### src/rtl/pipe_stage_reg_pkg.sv
// Shared stage payload layouts for the five-stage MIPS core pipeline registers.
// Field widths, per-stage payload widths, NOP reset payloads and pack/unpack helpers.
package pipe_stage_reg_pkg;

  localparam int unsigned INSTR_W = 32;
  localparam int unsigned WORD_W  = 32;
  localparam int unsigned ADDR_W  = 5;

  // sll $0,$0,0 encodes as all zeros
  localparam logic [INSTR_W-1:0] NOP_INSTR = 32'h0000_0000;

  typedef struct packed {
    logic [INSTR_W-1:0] instr;
    logic [WORD_W-1:0]  pc;
  } if_id_t;

  typedef struct packed {
    logic [INSTR_W-1:0] instr;
    logic [WORD_W-1:0]  rs_data;
    logic [WORD_W-1:0]  rt_data;
    logic [WORD_W-1:0]  imm;
    logic [WORD_W-1:0]  pc;
    logic               we;
    logic [ADDR_W-1:0]  waddr;
  } id_ex_t;

  typedef struct packed {
    logic [INSTR_W-1:0] instr;
    logic [WORD_W-1:0]  alu;
    logic [WORD_W-1:0]  rt_data;
    logic [WORD_W-1:0]  pc;
    logic               we;
    logic [ADDR_W-1:0]  waddr;
  } ex_mem_t;

  typedef struct packed {
    logic [INSTR_W-1:0] instr;
    logic [WORD_W-1:0]  pc;
    logic               we;
    logic [ADDR_W-1:0]  waddr;
    logic [WORD_W-1:0]  wdata;
  } mem_wb_t;

  localparam int unsigned IF_ID_W  = INSTR_W + WORD_W;
  localparam int unsigned ID_EX_W  = INSTR_W + 4 * WORD_W + 1 + ADDR_W;
  localparam int unsigned EX_MEM_W = INSTR_W + 3 * WORD_W + 1 + ADDR_W;
  localparam int unsigned MEM_WB_W = INSTR_W + 2 * WORD_W + 1 + ADDR_W;

  // Instruction is the most significant field in every layout.
  localparam logic [IF_ID_W-1:0]  IF_ID_NOP  = {NOP_INSTR, {(IF_ID_W - INSTR_W){1'b0}}};
  localparam logic [ID_EX_W-1:0]  ID_EX_NOP  = {NOP_INSTR, {(ID_EX_W - INSTR_W){1'b0}}};
  localparam logic [EX_MEM_W-1:0] EX_MEM_NOP = {NOP_INSTR, {(EX_MEM_W - INSTR_W){1'b0}}};
  localparam logic [MEM_WB_W-1:0] MEM_WB_NOP = {NOP_INSTR, {(MEM_WB_W - INSTR_W){1'b0}}};

  function automatic logic [IF_ID_W-1:0] pack_if_id(input logic [INSTR_W-1:0] instr,
                                                    input logic [WORD_W-1:0]  pc);
    if_id_t f;
    f.instr = instr;
    f.pc    = pc;
    return IF_ID_W'(f);
  endfunction

  function automatic if_id_t unpack_if_id(input logic [IF_ID_W-1:0] v);
    return if_id_t'(v);
  endfunction

  function automatic logic [ID_EX_W-1:0] pack_id_ex(input logic [INSTR_W-1:0] instr,
                                                    input logic [WORD_W-1:0]  rs_data,
                                                    input logic [WORD_W-1:0]  rt_data,
                                                    input logic [WORD_W-1:0]  imm,
                                                    input logic [WORD_W-1:0]  pc,
                                                    input logic               we,
                                                    input logic [ADDR_W-1:0]  waddr);
    id_ex_t f;
    f.instr   = instr;
    f.rs_data = rs_data;
    f.rt_data = rt_data;
    f.imm     = imm;
    f.pc      = pc;
    f.we      = we;
    f.waddr   = waddr;
    return ID_EX_W'(f);
  endfunction

  function automatic id_ex_t unpack_id_ex(input logic [ID_EX_W-1:0] v);
    return id_ex_t'(v);
  endfunction

  function automatic logic [EX_MEM_W-1:0] pack_ex_mem(input logic [INSTR_W-1:0] instr,
                                                      input logic [WORD_W-1:0]  alu,
                                                      input logic [WORD_W-1:0]  rt_data,
                                                      input logic [WORD_W-1:0]  pc,
                                                      input logic               we,
                                                      input logic [ADDR_W-1:0]  waddr);
    ex_mem_t f;
    f.instr   = instr;
    f.alu     = alu;
    f.rt_data = rt_data;
    f.pc      = pc;
    f.we      = we;
    f.waddr   = waddr;
    return EX_MEM_W'(f);
  endfunction

  function automatic ex_mem_t unpack_ex_mem(input logic [EX_MEM_W-1:0] v);
    return ex_mem_t'(v);
  endfunction

  function automatic logic [MEM_WB_W-1:0] pack_mem_wb(input logic [INSTR_W-1:0] instr,
                                                      input logic [WORD_W-1:0]  pc,
                                                      input logic               we,
                                                      input logic [ADDR_W-1:0]  waddr,
                                                      input logic [WORD_W-1:0]  wdata);
    mem_wb_t f;
    f.instr = instr;
    f.pc    = pc;
    f.we    = we;
    f.waddr = waddr;
    f.wdata = wdata;
    return MEM_WB_W'(f);
  endfunction

  function automatic mem_wb_t unpack_mem_wb(input logic [MEM_WB_W-1:0] v);
    return mem_wb_t'(v);
  endfunction

endpackage

### src/rtl/pipe_stage_reg_entry.sv
// One payload slot of a pipeline boundary register: load-enable, clear to RESET_VAL.
module pipe_entry
  import pipe_stage_reg_pkg::*;
#(
  parameter int unsigned       DATA_W    = EX_MEM_W,
  parameter logic [DATA_W-1:0] RESET_VAL = '0
) (
  input  logic              clk,
  input  logic              reset,
  input  logic              clear,
  input  logic              load,
  input  logic [DATA_W-1:0] d,
  output logic [DATA_W-1:0] q
);

  // Clear outranks load so a squashed cycle never captures the incoming payload.
  always_ff @(posedge clk) begin
    if (reset || clear) begin
      q <= RESET_VAL;
    end else if (load) begin
      q <= d;
    end
  end

endmodule

### src/rtl/pipe_stage_reg.sv
// Generic valid/ready pipeline boundary register with stall, flush and optional skid entry.
// out_data/out_valid are flop outputs; in_ready is registered only when SKID=1.
module pipe_stage_reg
  import pipe_stage_reg_pkg::*;
#(
  parameter int unsigned       DATA_W    = EX_MEM_W,
  parameter bit                SKID      = 1'b1,
  parameter logic [DATA_W-1:0] RESET_VAL = EX_MEM_NOP
) (
  input  logic              clk,
  input  logic              reset,
  input  logic              flush,
  input  logic              in_valid,
  output logic              in_ready,
  input  logic [DATA_W-1:0] in_data,
  output logic              out_valid,
  input  logic              out_ready,
  output logic [DATA_W-1:0] out_data,
  output logic [1:0]        occ
);

  logic              out_valid_q;
  logic              skid_valid_q;
  logic              in_ready_q;
  logic [1:0]        occ_q;

  logic              accept;
  logic              issue;
  logic              out_valid_nxt;
  logic              skid_valid_nxt;
  logic              main_load;
  logic              skid_load;
  logic              main_from_skid;
  logic [DATA_W-1:0] main_d;
  logic [DATA_W-1:0] skid_q;

  assign in_ready = SKID ? in_ready_q : (out_ready | ~out_valid_q);
  assign accept   = in_valid & in_ready;
  assign issue    = out_valid_q & out_ready;

  // Next-state and load enables; a held skid entry always drains into main first.
  always_comb begin
    out_valid_nxt  = out_valid_q;
    skid_valid_nxt = skid_valid_q;
    main_load      = 1'b0;
    skid_load      = 1'b0;
    main_from_skid = 1'b0;
    if (flush) begin
      out_valid_nxt  = 1'b0;
      skid_valid_nxt = 1'b0;
    end else if (SKID && skid_valid_q) begin
      if (issue) begin
        main_load      = 1'b1;
        main_from_skid = 1'b1;
        skid_valid_nxt = 1'b0;
      end
    end else if (accept) begin
      if (!out_valid_q || issue) begin
        main_load     = 1'b1;
        out_valid_nxt = 1'b1;
      end else if (SKID) begin
        skid_load      = 1'b1;
        skid_valid_nxt = 1'b1;
      end
    end else if (issue) begin
      out_valid_nxt = 1'b0;
    end
  end

  assign main_d = main_from_skid ? skid_q : in_data;

  always_ff @(posedge clk) begin
    if (reset) begin
      out_valid_q  <= 1'b0;
      skid_valid_q <= 1'b0;
      in_ready_q   <= 1'b1;
      occ_q        <= 2'd0;
    end else begin
      out_valid_q  <= out_valid_nxt;
      skid_valid_q <= skid_valid_nxt;
      in_ready_q   <= ~skid_valid_nxt;
      occ_q        <= 2'({1'b0, out_valid_nxt}) + 2'({1'b0, skid_valid_nxt});
    end
  end

  pipe_entry #(
    .DATA_W   (DATA_W),
    .RESET_VAL(RESET_VAL)
  ) u_main (
    .clk  (clk),
    .reset(reset),
    .clear(flush),
    .load (main_load),
    .d    (main_d),
    .q    (out_data)
  );

  // Skid slot never loads when SKID=0 and collapses to a constant.
  pipe_entry #(
    .DATA_W   (DATA_W),
    .RESET_VAL(RESET_VAL)
  ) u_skid (
    .clk  (clk),
    .reset(reset),
    .clear(flush),
    .load (skid_load),
    .d    (in_data),
    .q    (skid_q)
  );

  assign out_valid = out_valid_q;
  assign occ       = occ_q;

endmodule

### config.mk
export PLATFORM = sky130hd
export DESIGN_NAME = pipe_stage_reg
export DESIGN_NICKNAME = d
export VERILOG_FILES = /design/src/rtl/pipe_stage_reg_pkg.sv /design/src/rtl/pipe_stage_reg_entry.sv /design/src/rtl/pipe_stage_reg.sv
export SDC_FILE = /design/constraint.sdc
export NUM_CORES = 1
export LEC_CHECK = 0
export CAP_MARGIN = 10
export CORE_MARGIN = 8
export CORE_UTILIZATION = 50
export DETAILED_ROUTE_END_ITERATION = 10
export PLACE_DENSITY_LB_ADDON = 0.25
export RECOVER_POWER = 100
export SETUP_SLACK_MARGIN = 0.05
export SLEW_MARGIN = 25
export SYNTH_ARGS = -nofsm -noshare
export SYNTH_HDL_FRONTEND = slang
export SYNTH_HIERARCHICAL = 1
export SYNTH_SLANG_ARGS = --single-unit
### constraint.sdc
create_clock -name clk -period 3.1 [get_ports clk]
set_input_delay 0.465 -clock clk [delete_from_list [all_inputs] [get_ports clk]]
set_output_delay 0.465 -clock clk [all_outputs]
set_load 0.05 [all_outputs]
==> results.md <==
| Quantity | Reported |
|:---|:---|
| Unique masters post-synth | 23 |
| Clock tree from TritonCTS | yes |
| Final clock period utilization by the worst path | 0.8467 |
| Synth top area cells | sky130_fd_sc_hd__dfxtp_1, sky130_fd_sc_hd__mux2i_1, sky130_fd_sc_hd__nor2_1 |
| Cells resized by post-CTS repair | 0 |
| Met1 usage in global routing | 0.2408 |
| Number of DRC violations after detailed-routing iteration 0 | 374 |
| Hold Buf Count CTS | 0 |
| Setup slack of the most critical reg-to-reg path | 0.56 ns |
| Total number of vias | 8117 |
| Global-route track usage on met2 | 0.3129 |
| Worst R2R End | u_main/q[20] |
| Clk_lat worst skew | 0.52 ns |
| Total power density per cell area | 518.9 nW/um^2 |
| Buffer cell driving the clock tree root | sky130_fd_sc_hd__clkbuf_16 |
| CTS HTree Levels | 1 |
| Number of clock buffers inserted by TritonCTS | 29 |
| Count of endpoints failing setup in the final report | 0 |
| Cells on Worst Hold Path | 2 |
| Total Neg Setup Slack | 0 ns |
| Number of hold violations in the final report | 0 |
| Number of iterations in the first detailed-routing pass | 4 |
| Most heavily used metal layer in global routing | met2 |
| Syn Std Cell Area | 11620 um^2 |
| Area overhead of the layout relative to synthesis | 33.11% |
| Critical-path maximum fanout | 15 |
| Area of the die | 28370 um^2 |
| Setup crit start | flush |
| Tightest slew margin relative to the limit | 0.2691 |
| Wire length of the first global-routing pass | 44.82 mm |
| Post-layout total power | 0.008027 W |
| Die Span X | 168.4 um |
| Combinational cell fraction of total power | 0.104 |
| Tightest Hold Check Type | register to register |
| Site row count | 55 |
| Ratio of routed vias to standard cells | 5.060 |
| Class of the most critical setup path | input pin to register |
| Antenna violations before repair | 3 |
| Signal arrival time at the worst endpoint | 3.02 ns |
| Port-buffer cells | 276 |
| Destination of the critical timing path | u_skid/q[52] |
| Transition time at the pin with the least slew margin | 1.096 ns |
| Number of global-route vias before repair | 8259 |
| Clock transition at the registers of the reported paths | 0.06 ns |
| Power share of the clock group | 0.450 |
| Run status | complete, no violations |
| Required time worst endpoint | 3.49 ns |
| Total number of clock tree sinks | 273 |
| Internal power component | 0.006216 W |
| Proportion of total power due to net switching | 0.2256 |
| Worst setup EP type | register |
| Net switching power | 0.001811 W |
| Vertical die dimension | 168.4 um |
| Maximum number of pins on one net before global-route repair | 57 |
| Total wire length after detailed routing | 28.34 mm |
| Sequential Power Share | 0.446 |
| Proportion of synthesized chip area in sequential cells | 0.4703 |
| Tot GR Track Use | 0.1917 |
| Ratio of cells with drive above 1 in the final layout | 0.1593 |
| Global placement routability congestion | 0.7388 |
| Number of cell instances on the worst register-to-register path | 7 |
| Post-layout nets | 1436 |
| Core region area | 22710 um^2 |
| Number of remaining DRC errors | 0 |
| Initial Util | 0.5117 |
| Post-DP HPWL | 19.13 mm |
| Category of the worst setup path launch point | input pin |
| Met3 usage | 0.06829 |
| Fmax | 381.0 MHz |
| Minimum period implied by the final worst setup slack | 2.625 ns |
| Max Cap Viol | 0 |
| Instance count of the mapped netlist | 1040 |
| Final-report max-slew violation count | 0 |
| Setup bufs post-CTS | 0 |
| Total number of yosys warnings | 6 |
| Mean instance size in the synthesized netlist | 11.17 um^2 |
| RSZ-0062 raised after global routing | false |
| Skew final | 0.01263 ns |
| Worst ir drop on vdd | 0.0004374 V |
| RR Startpoint | out_valid |
| Flip-flop and latch count after synthesis | 273 |
| Sum of overflow across all layers after global routing | 0 |
| Number of antenna-violating nets in the routed design | 0 |
| Maximum buffer depth of the clock tree | 3 |
| Share of the synthesized area in the top cell type | 0.4703 |
| Leak pwr | 6.159 nW |
| Cell type with the largest total area after synthesis | sky130_fd_sc_hd__dfxtp_1 |
| Number of top-level design ports | 277 |
| Net count after synthesis | 1180 |
| Routed length per instance | 17.67 um |
==> placed cells by master (no fill, tap or decap) <==
cell type and count:
sky130_fd_sc_hd__mux2_4 59, sky130_fd_sc_hd__nand2_1 2, sky130_fd_sc_hd__clkbuf_1 3, sky130_fd_sc_hd__nor3_1 2, sky130_fd_sc_hd__nor4_1 1, sky130_fd_sc_hd__a2bb2oi_1 1
sky130_fd_sc_hd__or2_4 2, sky130_fd_sc_hd__inv_1 1, sky130_fd_sc_hd__buf_12 10, sky130_fd_sc_hd__or2_2 1, sky130_fd_sc_hd__dfxtp_1 273, sky130_fd_sc_hd__a211o_1 1
sky130_fd_sc_hd__clkdlybuf4s50_1 136, sky130_fd_sc_hd__nand4b_1 1, sky130_fd_sc_hd__clkbuf_2 5, sky130_fd_sc_hd__mux2i_1 268, sky130_fd_sc_hd__a31oi_1 1, sky130_fd_sc_hd__inv_6 1
sky130_fd_sc_hd__o21a_1 1, sky130_fd_sc_hd__nor2_1 270, sky130_fd_sc_hd__dlygate4sd3_1 140, sky130_fd_sc_hd__bufinv_16 3, sky130_fd_sc_hd__nor2b_1 3, sky130_fd_sc_hd__diode_2 1
sky130_fd_sc_hd__clkbuf_4 2, sky130_fd_sc_hd__clkinvlp_4 1, sky130_fd_sc_hd__mux2_1 1, sky130_fd_sc_hd__mux2_2 74, sky130_fd_sc_hd__nand2b_1 2, sky130_fd_sc_hd__buf_4 6
sky130_fd_sc_hd__clkinv_2 5, sky130_fd_sc_hd__clkbuf_8 12, sky130_fd_sc_hd__ha_1 1, sky130_fd_sc_hd__clkbuf_16 29
==> sequential cells by signal (all words and copies together) (netlist names) <==
signal        flops
in_ready          1
u_main/q        134
skid_valid_q      1
out_valid         1
u_skid/q        134
occ               2
==> cell type report <==
class,instances,area [um^2]
Fill cell,1741,7242
Inverter,1,3.754
Sequential cell,273,5465
Clock inverter,10,131.4
Multi-Input combinational cell,691,5558
Timing Repair Buffer,300,3052
Tap cell,285,356.6
Antenna cell,1,2.502
Clock buffer,43,898.4
==> critical path: stages <==
cell,delay (ns)
sky130_fd_sc_hd__dlygate4sd3_1,0.63
sky130_fd_sc_hd__nand2b_1,0.18
sky130_fd_sc_hd__nor4_1,0.52
sky130_fd_sc_hd__clkbuf_1,0.35
sky130_fd_sc_hd__clkbuf_2,0.52
sky130_fd_sc_hd__mux2i_1,0.27
sky130_fd_sc_hd__nor2_1,0.06
==> layer usage <==
layer / up-vias / share of wire
li1: 4040 / -
met1: 3811 / 0.45
met2: 227 / 0.45
met3: 33 / 0.085
met4: 6 / 0.013
met5: - / 0.00092
==> through the flow <==
stage / hold WS, ns / cell area [um^2] / instances / worst slack [ns] / utilization
CTS: 0.4949 / 15530 / 1603 / 0.7170 / 0.6840
global route: 0.5044 / 15460 / 1603 / 0.3559 / 0.6810
global placement: 0.4686 / 14500 / 1550 / 0.5634 / 0.6387
finish: 0.4842 / 15470 / 1604 / 0.4753 / 0.6811
detailed placement: 0.4804 / 14500 / 1550 / 0.5025 / 0.6387
floorplan: 0.4561 / 11620 / 1040 / 1.205 / -
==> worst min-delay path by stage <==
stage / to / start
5_1_grt: u_main/q[108] / u_main/q[108]
3_3_place_gp: u_skid/q[0] / u_skid/q[0]
3_5_place_dp: u_skid/q[16] / u_skid/q[16]
2_1_floorplan: u_skid/q[0] / u_skid/q[0]
4_1_cts: u_main/q[80] / u_main/q[80]
6_report: u_main/q[80] / u_main/q[80]
==> synthesized netlist by cell type, drive strengths merged <==
library cell and n:
nor2b 3, a2bb2oi 1, nor4 1, ha 1, nor2 270, inv 1
or2 3, nand2 2, nand2b 2, mux2 134, a211o 1, mux2i 268
nor3 2, buf 61, o21a 1, a31oi 1, clkbuf 14, nand4b 1
dfxtp 273
==> power by group through the flow <==
stage	clock network, W	logic, W	registers, W
detailed placement	0	0.000852	0.00366
CTS	0.00371	0.000857	0.00358
floorplan	0	0.000368	0.00380
global placement	0	0.000845	0.00366
finish	0.00361	0.000832	0.00358
global route	0.00385	0.000882	0.00358
==> logic make-up (layout without fill, tap and decap cells) <==
logic type	after synthesis	after routing	share of synthesized area
other	0	1	0
AOI/OAI and AO/OA	4	4	0.002693
adders and majority gates	1	1	0.001077
and+or+nand+nor	284	284	0.09433
DFF	273	273	0.4703
buffers and inverters	76	354	0.05147
muxes	402	402	0.3801
Power figures use the tool's default switching activity.
